==> src/rtl/player_score_if.sv <==
// -----------------------------------------------------------------------------
// player_score_if
//   Groups the round-control inputs and the per-player score bus of
//   player_score_tracker.
//   master : the score tracker (drives p0..p7, busy, round_done, round_cnt)
//   slave  : the input decoder / downstream consumer side
// Signals
//   start, player_sel[2:0], hit, miss, end_round, ack   -> tracker
//   p0..p7[3:0] (signed), busy, round_done, round_cnt[3:0] <- tracker
// -----------------------------------------------------------------------------
interface player_score_if;
  logic       start;
  logic [2:0] player_sel;
  logic       hit;
  logic       miss;
  logic       end_round;
  logic       ack;
  logic [3:0] p0, p1, p2, p3, p4, p5, p6, p7;
  logic       busy;
  logic       round_done;
  logic [3:0] round_cnt;

  modport master (
    input  start, player_sel, hit, miss, end_round, ack,
    output p0, p1, p2, p3, p4, p5, p6, p7, busy, round_done, round_cnt
  );

  modport slave (
    output start, player_sel, hit, miss, end_round, ack,
    input  p0, p1, p2, p3, p4, p5, p6, p7, busy, round_done, round_cnt
  );
endinterface

==> src/rtl/player_score_tracker.sv <==
// -----------------------------------------------------------------------------
// player_score_tracker
//   Tracks eight players' 4-bit signed scores across a round from hit/miss
//   events, then freezes them and offers them downstream with a
//   round_done/ack handshake.
//   FSM: IDLE -start-> PLAY -end_round|timeout-> DONE -ack-> IDLE.
// Ports
//   clk      : clock, all state on posedge
//   reset_n  : asynchronous active-low reset
//   bus      : player_score_if.master (controls in, scores/status out)
// Parameters
//   MAX_SCORE / MIN_SCORE : saturation bounds (signed, MIN < MAX, in [-8,7])
//   ROUND_TIMEOUT         : PLAY cycles before forced round end, 0 = off
// Build option
//   SCORE_STREAK_EN : when defined, the third and later consecutive hit by
//                     the same player scores +2 instead of +1.
// -----------------------------------------------------------------------------
module player_score_tracker #(
  parameter int MAX_SCORE     = 2,
  parameter int MIN_SCORE     = -2,
  parameter int ROUND_TIMEOUT = 0
) (
  input logic            clk,
  input logic            reset_n,
  player_score_if.master bus
);

  typedef enum logic [1:0] {
    IDLE = 2'd0,
    PLAY = 2'd1,
    DONE = 2'd2
  } state_e;

  // Bounds in a 6-bit signed domain so a sum one step past a bound is
  // still representable when compared, and in 4 bits for storing.
  localparam logic signed [5:0] MAX_W    = 6'(MAX_SCORE);
  localparam logic signed [5:0] MIN_W    = 6'(MIN_SCORE);
  localparam logic [3:0]        MAX_S    = 4'(MAX_SCORE);
  localparam logic [3:0]        MIN_S    = 4'(MIN_SCORE);
  localparam logic [15:0]       TMO_LAST = 16'(ROUND_TIMEOUT - 1);
  localparam bit                TMO_EN   = (ROUND_TIMEOUT != 0);

  state_e            state_q, state_d;
  logic [7:0][3:0]   score_q, score_d;
  logic [15:0]       tmo_q, tmo_d;
  logic [3:0]        cnt_q, cnt_d;
  logic [3:0]        cur_s;
  logic signed [5:0] cur_w;
  logic              inc_two;
  logic              hit_ev;
  logic              miss_ev;
`ifdef SCORE_STREAK_EN
  logic [7:0][1:0]   streak_q, streak_d;
`endif

  // hit and miss together cancel out.
  assign hit_ev  = bus.hit & ~bus.miss;
  assign miss_ev = bus.miss & ~bus.hit;
  assign cur_s   = score_q[bus.player_sel];
  assign cur_w   = {{2{cur_s[3]}}, cur_s};

`ifdef SCORE_STREAK_EN
  // Two earlier consecutive hits already recorded -> this is the third+.
  assign inc_two = (streak_q[bus.player_sel] >= 2'd2);
`else
  assign inc_two = 1'b0;
`endif

  always_comb begin
    // NOTE: every variable gets a default first so no path leaves it
    // unassigned, which would otherwise infer a latch.
    state_d  = state_q;
    score_d  = score_q;
    tmo_d    = tmo_q;
    cnt_d    = cnt_q;
`ifdef SCORE_STREAK_EN
    streak_d = streak_q;
`endif
    unique case (state_q)
      IDLE: begin
        if (bus.start) begin
          state_d  = PLAY;
          score_d  = '0;
          tmo_d    = '0;
`ifdef SCORE_STREAK_EN
          streak_d = '0;
`endif
        end
      end
      PLAY: begin
        tmo_d = tmo_q + 16'd1;
        if (hit_ev) begin
          // Bound checked before the write: the 4-bit sum is only stored
          // when it cannot have wrapped.
          if (cur_w + (inc_two ? 6'sd2 : 6'sd1) > MAX_W)
            score_d[bus.player_sel] = MAX_S;
          else
            score_d[bus.player_sel] = cur_s + (inc_two ? 4'd2 : 4'd1);
`ifdef SCORE_STREAK_EN
          // Any other player's hit breaks their streak.
          streak_d = '0;
          streak_d[bus.player_sel] = (streak_q[bus.player_sel] == 2'd3) ?
                                     2'd3 : streak_q[bus.player_sel] + 2'd1;
`endif
        end else if (miss_ev) begin
          if (cur_w - 6'sd1 < MIN_W)
            score_d[bus.player_sel] = MIN_S;
          else
            score_d[bus.player_sel] = cur_s - 4'd1;
`ifdef SCORE_STREAK_EN
          streak_d[bus.player_sel] = 2'd0;
`endif
        end
        // The in-cycle event above still lands when the round closes.
        if (bus.end_round || (TMO_EN && (tmo_q == TMO_LAST)))
          state_d = DONE;
      end
      DONE: begin
        if (bus.ack) begin
          state_d = IDLE;
          cnt_d   = cnt_q + 4'd1;
        end
      end
      default: state_d = IDLE;
    endcase
  end

  always_ff @(posedge clk or negedge reset_n) begin
    if (!reset_n) begin
      state_q  <= IDLE;
      // NOTE: the score array is reset explicitly because it drives the
      // visible outputs directly; it is not a RAM.
      score_q  <= '0;
      tmo_q    <= '0;
      cnt_q    <= '0;
`ifdef SCORE_STREAK_EN
      streak_q <= '0;
`endif
    end else begin
      // NOTE: non-blocking assignments so every register samples the
      // pre-edge values regardless of statement order.
      state_q  <= state_d;
      score_q  <= score_d;
      tmo_q    <= tmo_d;
      cnt_q    <= cnt_d;
`ifdef SCORE_STREAK_EN
      streak_q <= streak_d;
`endif
    end
  end

  assign bus.p0         = score_q[0];
  assign bus.p1         = score_q[1];
  assign bus.p2         = score_q[2];
  assign bus.p3         = score_q[3];
  assign bus.p4         = score_q[4];
  assign bus.p5         = score_q[5];
  assign bus.p6         = score_q[6];
  assign bus.p7         = score_q[7];
  assign bus.busy       = (state_q == PLAY);
  assign bus.round_done = (state_q == DONE);
  assign bus.round_cnt  = cnt_q;

endmodule

==> src/flat_wrapper.sv <==
// flat-port wrapper written by rule: the top's interface ports become plain ports
module player_score_tracker_flat 
#(
  parameter int MAX_SCORE     = 2,
  parameter int MIN_SCORE     = -2,
  parameter int ROUND_TIMEOUT = 0
)
  (clk, reset_n, bus_start, bus_player_sel, bus_hit, bus_miss, bus_end_round, bus_ack, bus_p0, bus_p1, bus_p2, bus_p3, bus_p4, bus_p5, bus_p6, bus_p7, bus_busy, bus_round_done, bus_round_cnt);
  player_score_if bus_i ();
  input logic clk;
  input logic reset_n;
  input wire logic [$bits(bus_i.start)-1:0] bus_start;
  input wire logic [$bits(bus_i.player_sel)-1:0] bus_player_sel;
  input wire logic [$bits(bus_i.hit)-1:0] bus_hit;
  input wire logic [$bits(bus_i.miss)-1:0] bus_miss;
  input wire logic [$bits(bus_i.end_round)-1:0] bus_end_round;
  input wire logic [$bits(bus_i.ack)-1:0] bus_ack;
  output wire logic [$bits(bus_i.p0)-1:0] bus_p0;
  output wire logic [$bits(bus_i.p1)-1:0] bus_p1;
  output wire logic [$bits(bus_i.p2)-1:0] bus_p2;
  output wire logic [$bits(bus_i.p3)-1:0] bus_p3;
  output wire logic [$bits(bus_i.p4)-1:0] bus_p4;
  output wire logic [$bits(bus_i.p5)-1:0] bus_p5;
  output wire logic [$bits(bus_i.p6)-1:0] bus_p6;
  output wire logic [$bits(bus_i.p7)-1:0] bus_p7;
  output wire logic [$bits(bus_i.busy)-1:0] bus_busy;
  output wire logic [$bits(bus_i.round_done)-1:0] bus_round_done;
  output wire logic [$bits(bus_i.round_cnt)-1:0] bus_round_cnt;
  assign bus_i.start = bus_start;
  assign bus_i.player_sel = bus_player_sel;
  assign bus_i.hit = bus_hit;
  assign bus_i.miss = bus_miss;
  assign bus_i.end_round = bus_end_round;
  assign bus_i.ack = bus_ack;
  assign bus_p0 = bus_i.p0;
  assign bus_p1 = bus_i.p1;
  assign bus_p2 = bus_i.p2;
  assign bus_p3 = bus_i.p3;
  assign bus_p4 = bus_i.p4;
  assign bus_p5 = bus_i.p5;
  assign bus_p6 = bus_i.p6;
  assign bus_p7 = bus_i.p7;
  assign bus_busy = bus_i.busy;
  assign bus_round_done = bus_i.round_done;
  assign bus_round_cnt = bus_i.round_cnt;
  player_score_tracker #(.MAX_SCORE(MAX_SCORE), .MIN_SCORE(MIN_SCORE), .ROUND_TIMEOUT(ROUND_TIMEOUT)) u_core (.clk(clk), .reset_n(reset_n), .bus(bus_i));
endmodule
==> config.mk <==
export PLATFORM = sky130hd
export DESIGN_NAME = player_score_tracker_flat
export DESIGN_NICKNAME = d
export VERILOG_FILES = /design/src/rtl/player_score_if.sv /design/src/rtl/player_score_tracker.sv /design/src/flat_wrapper.sv
export SDC_FILE = /design/constraint.sdc
export NUM_CORES = 1
export LEC_CHECK = 0
export CORE_MARGIN = 2
export CORE_UTILIZATION = 56
export CTS_BUF_LIST = sky130_fd_sc_hd__clkbuf_4
export CTS_CLUSTER_SIZE = 16
export DETAILED_ROUTE_END_ITERATION = 10
export PLACE_DENSITY_LB_ADDON = 0.2
export SLEW_MARGIN = 20
export SYNTH_ARGS = -nofsm -noshare
export SYNTH_HDL_FRONTEND = slang
export SYNTH_SLANG_ARGS = --single-unit
==> constraint.sdc <==
create_clock -name clk -period 3.8 [get_ports clk]
set_clock_uncertainty 0.15 [all_clocks]
set_input_delay 0.38 -clock clk [delete_from_list [all_inputs] [get_ports clk]]
set_output_delay 0.38 -clock clk [all_outputs]
set_load 0.01 [all_outputs]
# [Yosys cells after proc, flatten, opt, wreduce, memory -nomap -nowiden]
# Index checks and enable logic that the tools add are counted.
[op_classes] addsub=5 n_lt_le_gt_ge=4 eq_ne=6 muxes=16 n_bitwise=10 reduce_logical=6
[op_table] op="2-to-1 mux 32 bit" count=5
[op_table] op="bitwise mux 32 bit" count=2
[op_table] op="case mux 32 bit (2 select lines)" count=1
[op_table] op="AND 24 bit" count=1
[op_table] op="inverter 24 bit" count=1
[op_table] op="bitwise OR 24 bit" count=1
[op_table] op="binary-select mux 4 bit (select 3 bit)" count=1
[op_table] op="demux 4 bit (select 3 bit)" count=1
[op_table] op="adder 4 x 1 -> 4 bit, second input constant" count=2
[op_table] op="AND 8 bit" count=1
[op_table] op="2-to-1 mux 4 bit" count=2
[op_table] op="inverter 8 bit" count=1
[op_table] op="bitwise OR 8 bit" count=1
[op_table] op="greater-than comparator 6 x 3 -> 1 bit, second input constant" count=1
[op_table] op="less-than comparator 6 x 2 -> 1 bit, second input constant" count=1
[op_table] op="2-to-1 mux 2 bit" count=3
[op_table] op="!= test 2 bit, second input constant" count=3
[op_table] op="case mux 2 bit (3 select lines)" count=1
[op_table] op="AND reduction 3 bit" count=2
[op_table] op="adder 4 x 2 -> 5 bit, second input constant" count=1
[op_table] op="subtractor 4 x 2 -> 5 bit, second input constant" count=1
[op_table] op="less-than comparator 3 x 4 -> 1 bit, second input constant" count=1
[op_table] op="subtractor 4 x 1 -> 4 bit, second input constant" count=1
[op_table] op="greater-or-equal comparator 3 x 1 -> 1 bit, second input constant" count=1
[op_table] op="other kinds (9)" count=11
[word_totals] register_bits=38 input_bits=10 out_inout_bits=38 elab_cells=57

# [Depth between registers and ports, before layout]
[logic_depth] word_depth=10 mapped_depth=15 mapped_depth_nobuf=12

# [Worst setup path before layout]
# Ideal clock, no wire load.
[synth_timing] kind="input to register" from="in bus_player_sel[2]" to="reg u_core.score_q, in the netlist u_core.bus.p4[2]" setup_time_ns=0.126 arrival_time_ns=3.232 required_ns=3.524 path_slack_ns=0.292 path_stages=14 path_buffers=2 cell_sequence="buf_2 -> buf_2 -> mux2i_1 -> mux2i_1 -> a22oi_1 -> and2_1 -> ha_1 -> nand2b_1 -> nand2_1 -> or4_4 -> nand4b_4 -> nor2_1 -> a21o_1 -> a221o_1"
[synth_via] elab_chain_len=9 elab_cells_between_ends=23 classes_between="4 x add/sub; 4 x order compare; 11 x mux; 3 x bitwise; 1 x reduce/logical"
[synth_rtl] element="start, declared" line="flat_wrapper.sv:13" rtl="input wire logic [$bits(bus_i.player_sel)-1:0] bus_player_sel;"
[synth_rtl] element="parallel branches: the longest is 7 deep, another holds less-than comparator 6 x 2 -> 1 bit"
[synth_rtl] element="2-to-1 mux 32 bit *" line="player_score_tracker.sv:92" rtl="if (hit_ev) begin"
[synth_rtl] element="case mux 32 bit (2 select lines) *" line="player_score_tracker.sv:79" rtl="unique case (state_q)"
[synth_rtl] element="end signal, assigned" line="player_score_tracker.sv:143" rtl="score_q <= score_d;"
[synth_rtl] element="end, declared" line="player_score_tracker.sv:44" rtl="logic [7:0][3:0] score_q, score_d;"
# Every way passes the cells marked *. The select of a mux whose other input is x is not followed.
# A chain may end at the register's enable or synchronous reset.

# [Final worst setup path]
[layout_timing] from="in bus_player_sel[1]" to="reg u_core.score_q, in the netlist u_core.bus.p1[2]"
# Same word-level chain as after synthesis.

==> flow_summary_export.csv <==
group,metric,value,unit
sta,hold_viol_final,0,
cts,clkLatencyLatePin,0.36,ns
min_path,hold-path-endpoint,"u_core.bus.round_cnt[3]",
global_routing,grt_pass1_wl,14.1,mm
status,status,"completed",
job,drv_cap,0,
floorplanning,die-area,5740,µm²
min_path,hold_start,"u_core.bus.round_cnt[3]",
setup_path,arrival,3.50,ns
synthesis,synth_edf_count,0,
synthesis,yosys.cell_types.count,60,
floorplanning,io_pins,48,
finish,final_common_cell,"clkdlybuf4s50_1",
setup_path,end_kind,"flip-flop",
detailed_routing,ant_nets,0,
power_and_ir_drop,leakagePower,1.47,nW
power_and_ir_drop,p_per_area,580,nW/µm²
floorplanning,core,5040,µm²
setup_path,required,3.87,ns
synthesis,synth_nets,355,
sta,whs,0.335,ns
sta,drv_slew,0,
cts,clock-sinks,38,
power_and_ir_drop,vdd_drop_max,473,µV
detailed_routing,wl_per_cell,18.4,µm
synthesis,yosysTopAreaCell,"dfrtp_1",
setup_path,cpPeakStageDelay,0.54,ns
global_routing,overflow,0,
synthesis,synth_top_area_share,33.0,%
setup_path,start_kind,"input pin",
finish,final_cell_mix,"clkdlybuf4s50_1, dfrtp_1, inv_1, nand2_1",
cts,cts-root-buf,"clkbuf_4",
detailed_routing,vias,2998,
floorplanning,die_w,75.8,µm
setup_path,r2r_start,"u_core.bus.p7[0]",
placement,place_congestion,0.904,
sta,worst_pin_slew,0.873,ns
detailed_routing,drtIter0Drc,347,
setup_path,r2r_cells,11,
synthesis,ys_async_sr_fraction,100,%
sta,final.min_clock_period,3.43,ns
power_and_ir_drop,total_power,2.13,mW
synthesis,synth_area_per_cell,8.45,µm²
global_routing,antenna_found_initial,0,
detailed_routing,first_pass_iters,5,
setup_path,reg2reg_to,"u_core.bus.p1[2]",
sta,setup_tns,0,ns
cts,h-tree-depth,2,
sta,finalSetupViolations,0,
setup_path,crit_slowest_cell,"clkdlybuf4s50_1",
finish,drive_above_1_share,15.3,%
global_routing,grt_max_degree,39,
sta,post-route-period-util,90.2,%
detailed_routing,drc,0,
sta,max_slew_margin,41.8,%
synthesis,synth_sequential_area_ratio,33.0,%
cts,cts_inserted_buffers,5,
floorplanning,die_height,75.8,µm
sta,rsz0062_at_grt,"false",
cts,cts_buffer_depth,2,
setup_path,rrSetupSlack,0.53,ns
min_path,hold_path_depth,1,
finish,antenna_cells,0,
global_routing,grtUsageTotal,32.9,%
min_path,holdCritPathClass,"reg -> reg",
synthesis,ys.flop_type,"dfrtp_1",
detailed_routing,viasPerCell,6.31,
synthesis,syn-cell-area,2880,µm²
synthesis,postSynthRegisterBits,38,
sta,timing.fmax,292,MHz
cts,cts.clk_slew.worst_paths,0.11,ns
placement,port_buffers,47,
setup_path,worstPathMaxFanout,7,
synthesis,yosys-top-cells-area,"dfrtp_1, o22ai_1, inv_1",
floorplanning,start_util,57.2,%
setup_path,critPathKind,"in -> reg",
detailed_routing,drt-total-wl,8.76,mm
cts,cts_tree,"done",
synthesis,synth_warnings,0,
global_routing,grt_pass1_vias,2817,
finish,layout.nets,419,
finish,area.growth.synth_to_final,27.5,%
setup_path,cp-startpoint,"bus_player_sel[1]",
placement,dpl.hpwl,6.45,mm
synthesis,syn_inst,341,
setup_path,cp_cell_sequence,"clkdlybuf4s50_1, mux4_2, o211ai_2, ha_1, nand2b_1, nand2_1, or4_4, nand4b_4, nor2_1, buf_4, a21oi_1, o221ai_1",
floorplanning,rows,26,
registers in the layout, indices dropped and copies added (netlist names):
name                  cells
u_core.bus.p1             4
u_core.bus.p7             4
u_core.bus.round_cnt      4
u_core.bus.p2             4
u_core.bus.p4             4
u_core.bus.p6             4
u_core.bus.p0             4
u_core.state_q            2
u_core.bus.p5             4
u_core.bus.p3             4
per-stage QoR:
| stage | setup slack (ns) | cell area, µm² | utilization [%] | std cells |
|---|---|---|---|---|
| 3_5_place_dp | 0.0333 | 3610 | 71.6 | 467 |
| 3_3_place_gp | 0.0819 | 3610 | 71.6 | 467 |
| 2_1_floorplan | 0.292 | 2880 | - | 341 |
| 5_1_grt | 0.142 | 3670 | 72.9 | 475 |
| 6_report | 0.372 | 3670 | 72.9 | 475 |
| 4_1_cts | 0.412 | 3670 | 72.9 | 475 |
worst max-delay path by stage:
stage	to	slack, ns	depth (start not counted)
2_1_floorplan	u_core.bus.p4[2]	0.29	14
3_3_place_gp	u_core.bus.p4[2]	0.08	11
3_5_place_dp	u_core.bus.p1[2]	0.03	12
4_1_cts	u_core.bus.p1[2]	0.41	12
5_1_grt	u_core.bus.p6[2]	0.14	12
6_report	u_core.bus.p1[2]	0.37	12
where the power goes:
| group | switching [mW] | internal, mW | total [mW] |
|---|---|---|---|
| Clock | 0.148 | 0.0683 | 0.217 |
| Sequential | 0.117 | 0.498 | 0.616 |
| Combinational | 0.719 | 0.581 | 1.30 |
synthesized netlist by cell type, drive strengths merged (5+ instances only):
library cell,n
a211oi,6
inv,33
nor2b,5
dfrtp,38
o22ai,28
clkbuf,12
nor2,26
nand2,29
mux4,5
nand3,11
o21ai,17
o32ai,9
mux2i,11
nand2b,8
a21oi,16
a31oi,10
nor3,8
buf,10
cells by family after synthesis:
| family | count (synthesis) | synth area share [%] |
|---|---|---|
| AO/OA/AOI/OAI | 113 | 27.3 |
| AND/OR/NAND/NOR | 106 | 19.0 |
| buffers and inverters | 55 | 7.55 |
| flip-flops | 38 | 33.0 |
| multiplexers | 19 | 9.59 |
| XOR/XNOR | 6 | 1.82 |
| adder cells (fa/ha/maj) | 4 | 1.74 |
critical path: cells and delay by family:
family / cells / cell delay (ns)
simple gates: 5 / 0.95
buf+inv: 2 / 0.73
compound gates: 3 / 0.59
mux: 1 / 0.52
fa+ha+maj: 1 / 0.33
layout make-up:
type                            instances  area, µm²
Inverter                               33        124
Clock inverter                          2       15.0
Timing Repair Buffer                   79        746
Multi-Input combinational cell        248       1710
Tap cell                               70       87.6
Sequential cell                        38        951
Fill cell                             386       1370
Clock buffer                            5       37.5
per-layer routing:
layer  vias up  part of all wire, %  GRT usage (%)
li1       1394                    -              -
met1      1424                   45           49.3
met2       162                   45           47.7
met3        18                  8.4           6.35
met4         0                  2.1           11.1
met5         -                    0              0
timing repair:
| item | CTS | global route |
|---|---|---|
| gates resized for setup | 0 | 0 |
| buffers inserted | 0 | 0 |
| endpoints found under the hold margin | 10 | 0 |
| setup endpoints to repair | 0 | 0 |
| hold buffers | 1 | 0 |
(Power assumes the default switching activity.)
